<file path="src/rtl/branch_cond_unit.sv">
`default_nettype none
// +----------------------------------------------------------------------------+
// | Module      : branch_cond_unit                                             |
// | Description : Captures the ALU NZVC flags into a condition-code register.  |
// |               On an accepted branch request, evaluates the branch opcode   |
// |               against the CCR and drives the PC with the target or the    |
// |               skip address.                                                |
// | Options     : BRANCH_STATS_EN adds an 8-bit saturating taken_count output. |
// | Revision    : 1.0 - initial release                                        |
// +----------------------------------------------------------------------------+
module branch_cond_unit #(
  parameter int ADDR_W     = 8,
  parameter int SKIP_BYTES = 1
) (
  input  logic              clock,
  input  logic              reset,
  input  logic [3:0]        nzvc_in,
  input  logic              ccr_load,
  input  logic              br_req,
  input  logic [3:0]        br_op,
  input  logic [ADDR_W-1:0] target,
  input  logic [ADDR_W-1:0] pc_in,
  output logic              br_busy,
  output logic              pc_load,
  output logic [ADDR_W-1:0] pc_out,
  output logic              taken,
  output logic              br_done,
`ifdef BRANCH_STATS_EN
  output logic [7:0]        taken_count,
`endif
  output logic [3:0]        ccr
);

  typedef enum logic [1:0] {
    ST_IDLE   = 2'd0,
    ST_EVAL   = 2'd1,
    ST_UPDATE = 2'd2
  } state_t;

  // Skip increment reduced to the address width so the add wraps naturally.
  localparam logic [ADDR_W-1:0] c_SKIP = ADDR_W'(SKIP_BYTES);

  state_t              state_q, state_d;
  logic [3:0]          ccr_q, ccr_d;
  logic [3:0]          op_q, op_d;
  logic [ADDR_W-1:0]   tgt_q, tgt_d;
  logic [ADDR_W-1:0]   pc_q, pc_d;
  logic [ADDR_W-1:0]   pc_out_q, pc_out_d;
  logic                taken_q, taken_d;
  logic                w_cond;

  // Branch condition table; flags are {N,Z,V,C}.
  function automatic logic f_cond(input logic [3:0] op, input logic [3:0] f);
    logic n, z, v, c;
    n = f[3];
    z = f[2];
    v = f[1];
    c = f[0];
    case (op)
      4'h0:    f_cond = 1'b1;
      4'h1:    f_cond = z;
      4'h2:    f_cond = !z;
      4'h3:    f_cond = n;
      4'h4:    f_cond = !n;
      4'h5:    f_cond = v;
      4'h6:    f_cond = !v;
      4'h7:    f_cond = c;
      4'h8:    f_cond = !c;
      4'h9:    f_cond = !c && !z;
      4'hA:    f_cond = c || z;
      4'hB:    f_cond = (n == v);
      4'hC:    f_cond = (n != v);
      4'hD:    f_cond = !z && (n == v);
      4'hE:    f_cond = z || (n != v);
      default: f_cond = 1'b0;
    endcase
  endfunction

  // Decision always uses the registered CCR, so a load during EVAL lands too late.
  always_comb w_cond = f_cond(op_q, ccr_q);

  // State register.
  always_ff @(posedge clock) begin
    if (!reset) state_q <= ST_IDLE;
    else        state_q <= state_d;
  end

  // Datapath registers: CCR, latched request fields and the registered decision.
  always_ff @(posedge clock) begin
    if (!reset) begin
      ccr_q    <= 4'b0000;
      op_q     <= 4'h0;
      tgt_q    <= '0;
      pc_q     <= '0;
      pc_out_q <= '0;
      taken_q  <= 1'b0;
    end else begin
      ccr_q    <= ccr_d;
      op_q     <= op_d;
      tgt_q    <= tgt_d;
      pc_q     <= pc_d;
      pc_out_q <= pc_out_d;
      taken_q  <= taken_d;
    end
  end

  // Next-state, next-datapath and strobe outputs.
  always_comb begin
    state_d  = state_q;
    ccr_d    = ccr_load ? nzvc_in : ccr_q;
    op_d     = op_q;
    tgt_d    = tgt_q;
    pc_d     = pc_q;
    pc_out_d = pc_out_q;
    taken_d  = taken_q;
    br_busy  = 1'b0;
    pc_load  = 1'b0;
    br_done  = 1'b0;
    case (state_q)
      ST_IDLE: begin
        if (br_req) begin
          op_d    = br_op;
          tgt_d   = target;
          pc_d    = pc_in;
          state_d = ST_EVAL;
        end
      end
      ST_EVAL: begin
        br_busy  = 1'b1;
        taken_d  = w_cond;
        pc_out_d = w_cond ? tgt_q : (pc_q + c_SKIP);
        state_d  = ST_UPDATE;
      end
      ST_UPDATE: begin
        br_busy = 1'b1;
        pc_load = 1'b1;
        br_done = 1'b1;
        state_d = ST_IDLE;
      end
      default: state_d = ST_IDLE;
    endcase
  end

  assign pc_out = pc_out_q;
  assign taken  = taken_q;
  assign ccr    = ccr_q;

`ifdef BRANCH_STATS_EN
  logic [7:0] cnt_q;

  // Saturating count of taken branches, counted at the PC update.
  always_ff @(posedge clock) begin
    if (!reset) begin
      cnt_q <= 8'h00;
    end else if ((state_q == ST_UPDATE) && taken_q && (cnt_q != 8'hFF)) begin
      cnt_q <= cnt_q + 8'd1;
    end
  end

  assign taken_count = cnt_q;
`endif

endmodule
`default_nettype wire

</file>
<file path="config.mk">
export PLATFORM = sky130hd
export DESIGN_NAME = branch_cond_unit
export DESIGN_NICKNAME = d
export VERILOG_FILES = /design/src/rtl/branch_cond_unit.sv
export SDC_FILE = /design/constraint.sdc
export NUM_CORES = 1
export LEC_CHECK = 0
export ABC_CLOCK_PERIOD_IN_PS = 2200
export CAP_MARGIN = 20
export CORE_ASPECT_RATIO = 1.25
export CORE_MARGIN = 5
export CORE_UTILIZATION = 28
export CTS_BUF_LIST = sky130_fd_sc_hd__clkbuf_4 sky130_fd_sc_hd__clkbuf_8 sky130_fd_sc_hd__clkbuf_16
export DETAILED_ROUTE_END_ITERATION = 7
export PLACE_DENSITY = 0.5
export REMOVE_ABC_BUFFERS = 1
export SYNTH_ARGS = -nofsm -noshare
export SYNTH_HDL_FRONTEND = slang
export SYNTH_SLANG_ARGS = --single-unit
</file>
<file path="constraint.sdc">
create_clock -name clock -period 2.2 [get_ports clock]
set_input_delay 0.33 -clock clock [delete_from_list [all_inputs] [get_ports clock]]
set_output_delay 0.33 -clock clock [all_outputs]
set_load 0.005 [all_outputs]
</file>
==> impl_results.md <==
* Final Hold Slack at 0.465 ns
* Post-cts sizing count at 0
* Clock sink total at 35
* Synthesized instance count at 200
* #FFs+latches synth at 35
* Post-CTS Hold Fix Bufs at 0
* Final Slew Violations at 0
* Final design utilization at 38.8%
* Worst flop-to-flop path startpoint: ccr[1]
* Postcts setup bufs at 0
* Post-synth top area cell: dfxtp_1
* Maxcap violations at 0
* Area of the core region at 6090 um^2
* Root Buffer: clkbuf_8
* Vias post-DR at 1491
* Count of buffers from port buffering at 43
* Slew at the pin with the worst max-slew slack at 0.529 ns
* RSZ-0062 raised after global routing: false
* Fin. Hold Viols at 0
* Critical path start-end classification: flop to flop
* Hold path cells at 2
* Layout Cell Area excl Fill at 2360 um^2
* Wirelength per Cell at 12.8 um
* Worst slack at placement at 0.0793 ns
* Endpoint of the worst-slack reg-to-reg timing path: pc_out[4]
* Pwr dens at 743 nW/um^2
* Area of all sequential standard cells at 702 um^2
* Worst-path maximum fanout at 15
* Final Worst Setup Slack at 0.134 ns
* Antenna Cells at 0
* Category of the worst setup path capture point: flop
* Ys async rst share at 0%
* Number of buffers inserted during clock tree synthesis at 5
* Setup TNS after final layout at 0 ns
* CTS tree: built
* Full die area at 7880 um^2
* All-layer global routing usage at 11.2%
* Post-placement cell area at 2230 um^2
* Static Leak at 0.908 nW
* DIE HEIGHT at 98.0 um
* Total setup violations reported at the end of the flow at 0
* Area share of the leading cell type in the synthesized netlist at 40.4%
* Status: finished, final reports clean
* Worst endpoint data arrival time at 2.25 ns
* Initial antenna violation count at 0
* Count of distinct cell types in the synthesized netlist at 39
* Overall power of the completed layout at 1.75 mW
* Period Utilization, post-route at 93.9%
* Bufs on Longest Clock Path at 2
* Reg-to-reg slack, setup at 0.13 ns
* Worst slew slack as a fraction of its limit at 64.7%
* Site row count at 32
* Most common cell in the netlist: nand2_1
* Layout-stage area growth over the synthesis result at 36.0%
* Largest vdd supply drop at 0.203 mV
* Post-Route Skew at 0.00512 ns
* Via count of the first global-routing pass at 1516
* Commonest cells in the netlist: nand2_1 (45), dfxtp_1 (35), a21boi_0 (21)
* Max Clock Freq at 484 MHz
* Initial drt markers at 69
* Cell count after placement at 318
* Number of synthesized flops with an enable pin at 0
* Chip Width at 80.4 um
* Post-Syn Area at 1740 um^2
* Endpoint required time on the critical path at 2.38 ns
* Count of placed standard cells in the final layout, fillers left out at 326
* Final routed DRC violation total at 0
* Clock-pin slew on the worst setup and hold paths at 0.07 ns
* Count of TritonRoute iterations in the first routing pass at 4
* Initial core utilization at 28.5%
* Synthesized area per cell at 8.68 um^2
* First-pass GRT wire length at 6920 um
* CTS H-tree lvls at 2
* Crit path launch type: flop
* Number of nets with antenna violations after detailed routing at 0
* Area taken by multi-input logic gates at 952 um^2
* Placer Congestion at 0.800
* Layout Nets at 274
* Pin count of the biggest net entering global routing at 23
* Number of filler instances in the final layout at 663
* Most area-consuming cells after synthesis: dfxtp_1 (40%), nand2_1 (9.7%), a21boi_0 (9.1%)
* Routed wire length at 4180 um
* Fraction of layout instances using a drive strength above 1 at 7.05%
* Hold Path Sink: tgt_q[7]
* Worst min-delay path category: flop to flop
* Dpl hpwl at 3110 um
* R2R cell count at 5
* Start point of the worst hold path: tgt_q[7]
* Main synth FF type: dfxtp_1
* Latest clock arrival within the worst-skew pair at 0.29 ns
* Global route overflow at 0
* Count of synthesis-stage warnings from yosys at 0
* Min cycle time layout at 2.07 ns
* Count of boundary I/O pins at 44
* Sequential fraction of the synthesis area at 40.4%
* Via/cell ratio at 4.57
cells in the final DEF, fill, tap and decap left out, drive strengths merged, types with 4 or more instances in the layout:
cell	instances
a21oi	4
a32o	6
clkbuf	6
or3	7
ha	6
mux2i	6
clkdlybuf4s50	43
dfxtp	35
o21ai	8
buf	5
a21boi	21
inv	4
nor2b	7
nand2	45
how the worst max path moves through the flow:
stage | start | to | slack (ns)
floorplan | ccr[1] | pc_out[2] | 0.08
global placement | op_q[2] | pc_out[5] | 0.13
detailed placement | op_q[2] | pc_out[4] | 0.08
CTS | op_q[2] | pc_out[4] | 0.05
global route | ccr[3] | pc_out[6] | 0.04
finish | ccr[1] | pc_out[4] | 0.13
per-layer routing:
layer	share of wire (%)	track usage, %
met4	2.2	5.46
met5	0	0
met2	48	18.8
met1	44	13.0
met3	5.2	2.68
logic make-up (layout without fill, tap and decap cells):
group | after synthesis | in the layout | synth area share, %
muxes | 7 | 7 | 4.11
adders and majority gates | 6 | 6 | 4.33
DFF | 35 | 35 | 40.4
and+or+nand+nor | 74 | 74 | 20.3
xor gates and xnor gates | 6 | 6 | 3.03
AOI/OAI and AO/OA | 53 | 53 | 22.6
buffers and inverters | 19 | 60 | 5.26
critical path: stages, from the launching register on:
cell	delay [ns]
dfxtp_1	0.36
xor2_2	0.21
o311a_1	0.32
o31a_2	0.46
or3_1	0.34
a32o_1	0.27
sequential cells by signal, summed over array words and instances (netlist names):
register / flops
op_q: 4
pc_q: 8
state_q: 2
tgt_q: 8
taken: 1
pc_out: 8
ccr: 4
report_power, final:
part | switching (mW) | total, mW | internal (mW)
Combinational | 0.177 | 0.396 | 0.219
Sequential | 0.0609 | 0.760 | 0.699
Clock | 0.232 | 0.598 | 0.367
Total | 0.469 | 1.75 | 1.28
area by class of cell:
cell class / instances / share of cell area (%)
multi-input combinational: 146 / 40.3
clock inverter: 2 / 1.48
tap: 85 / 4.50
inverter: 4 / 0.636
sequential: 35 / 29.7
clock buffer: 6 / 3.50
timing repair buffer: 48 / 19.8
No activity file was read; power rests on OpenSTA's default activity.
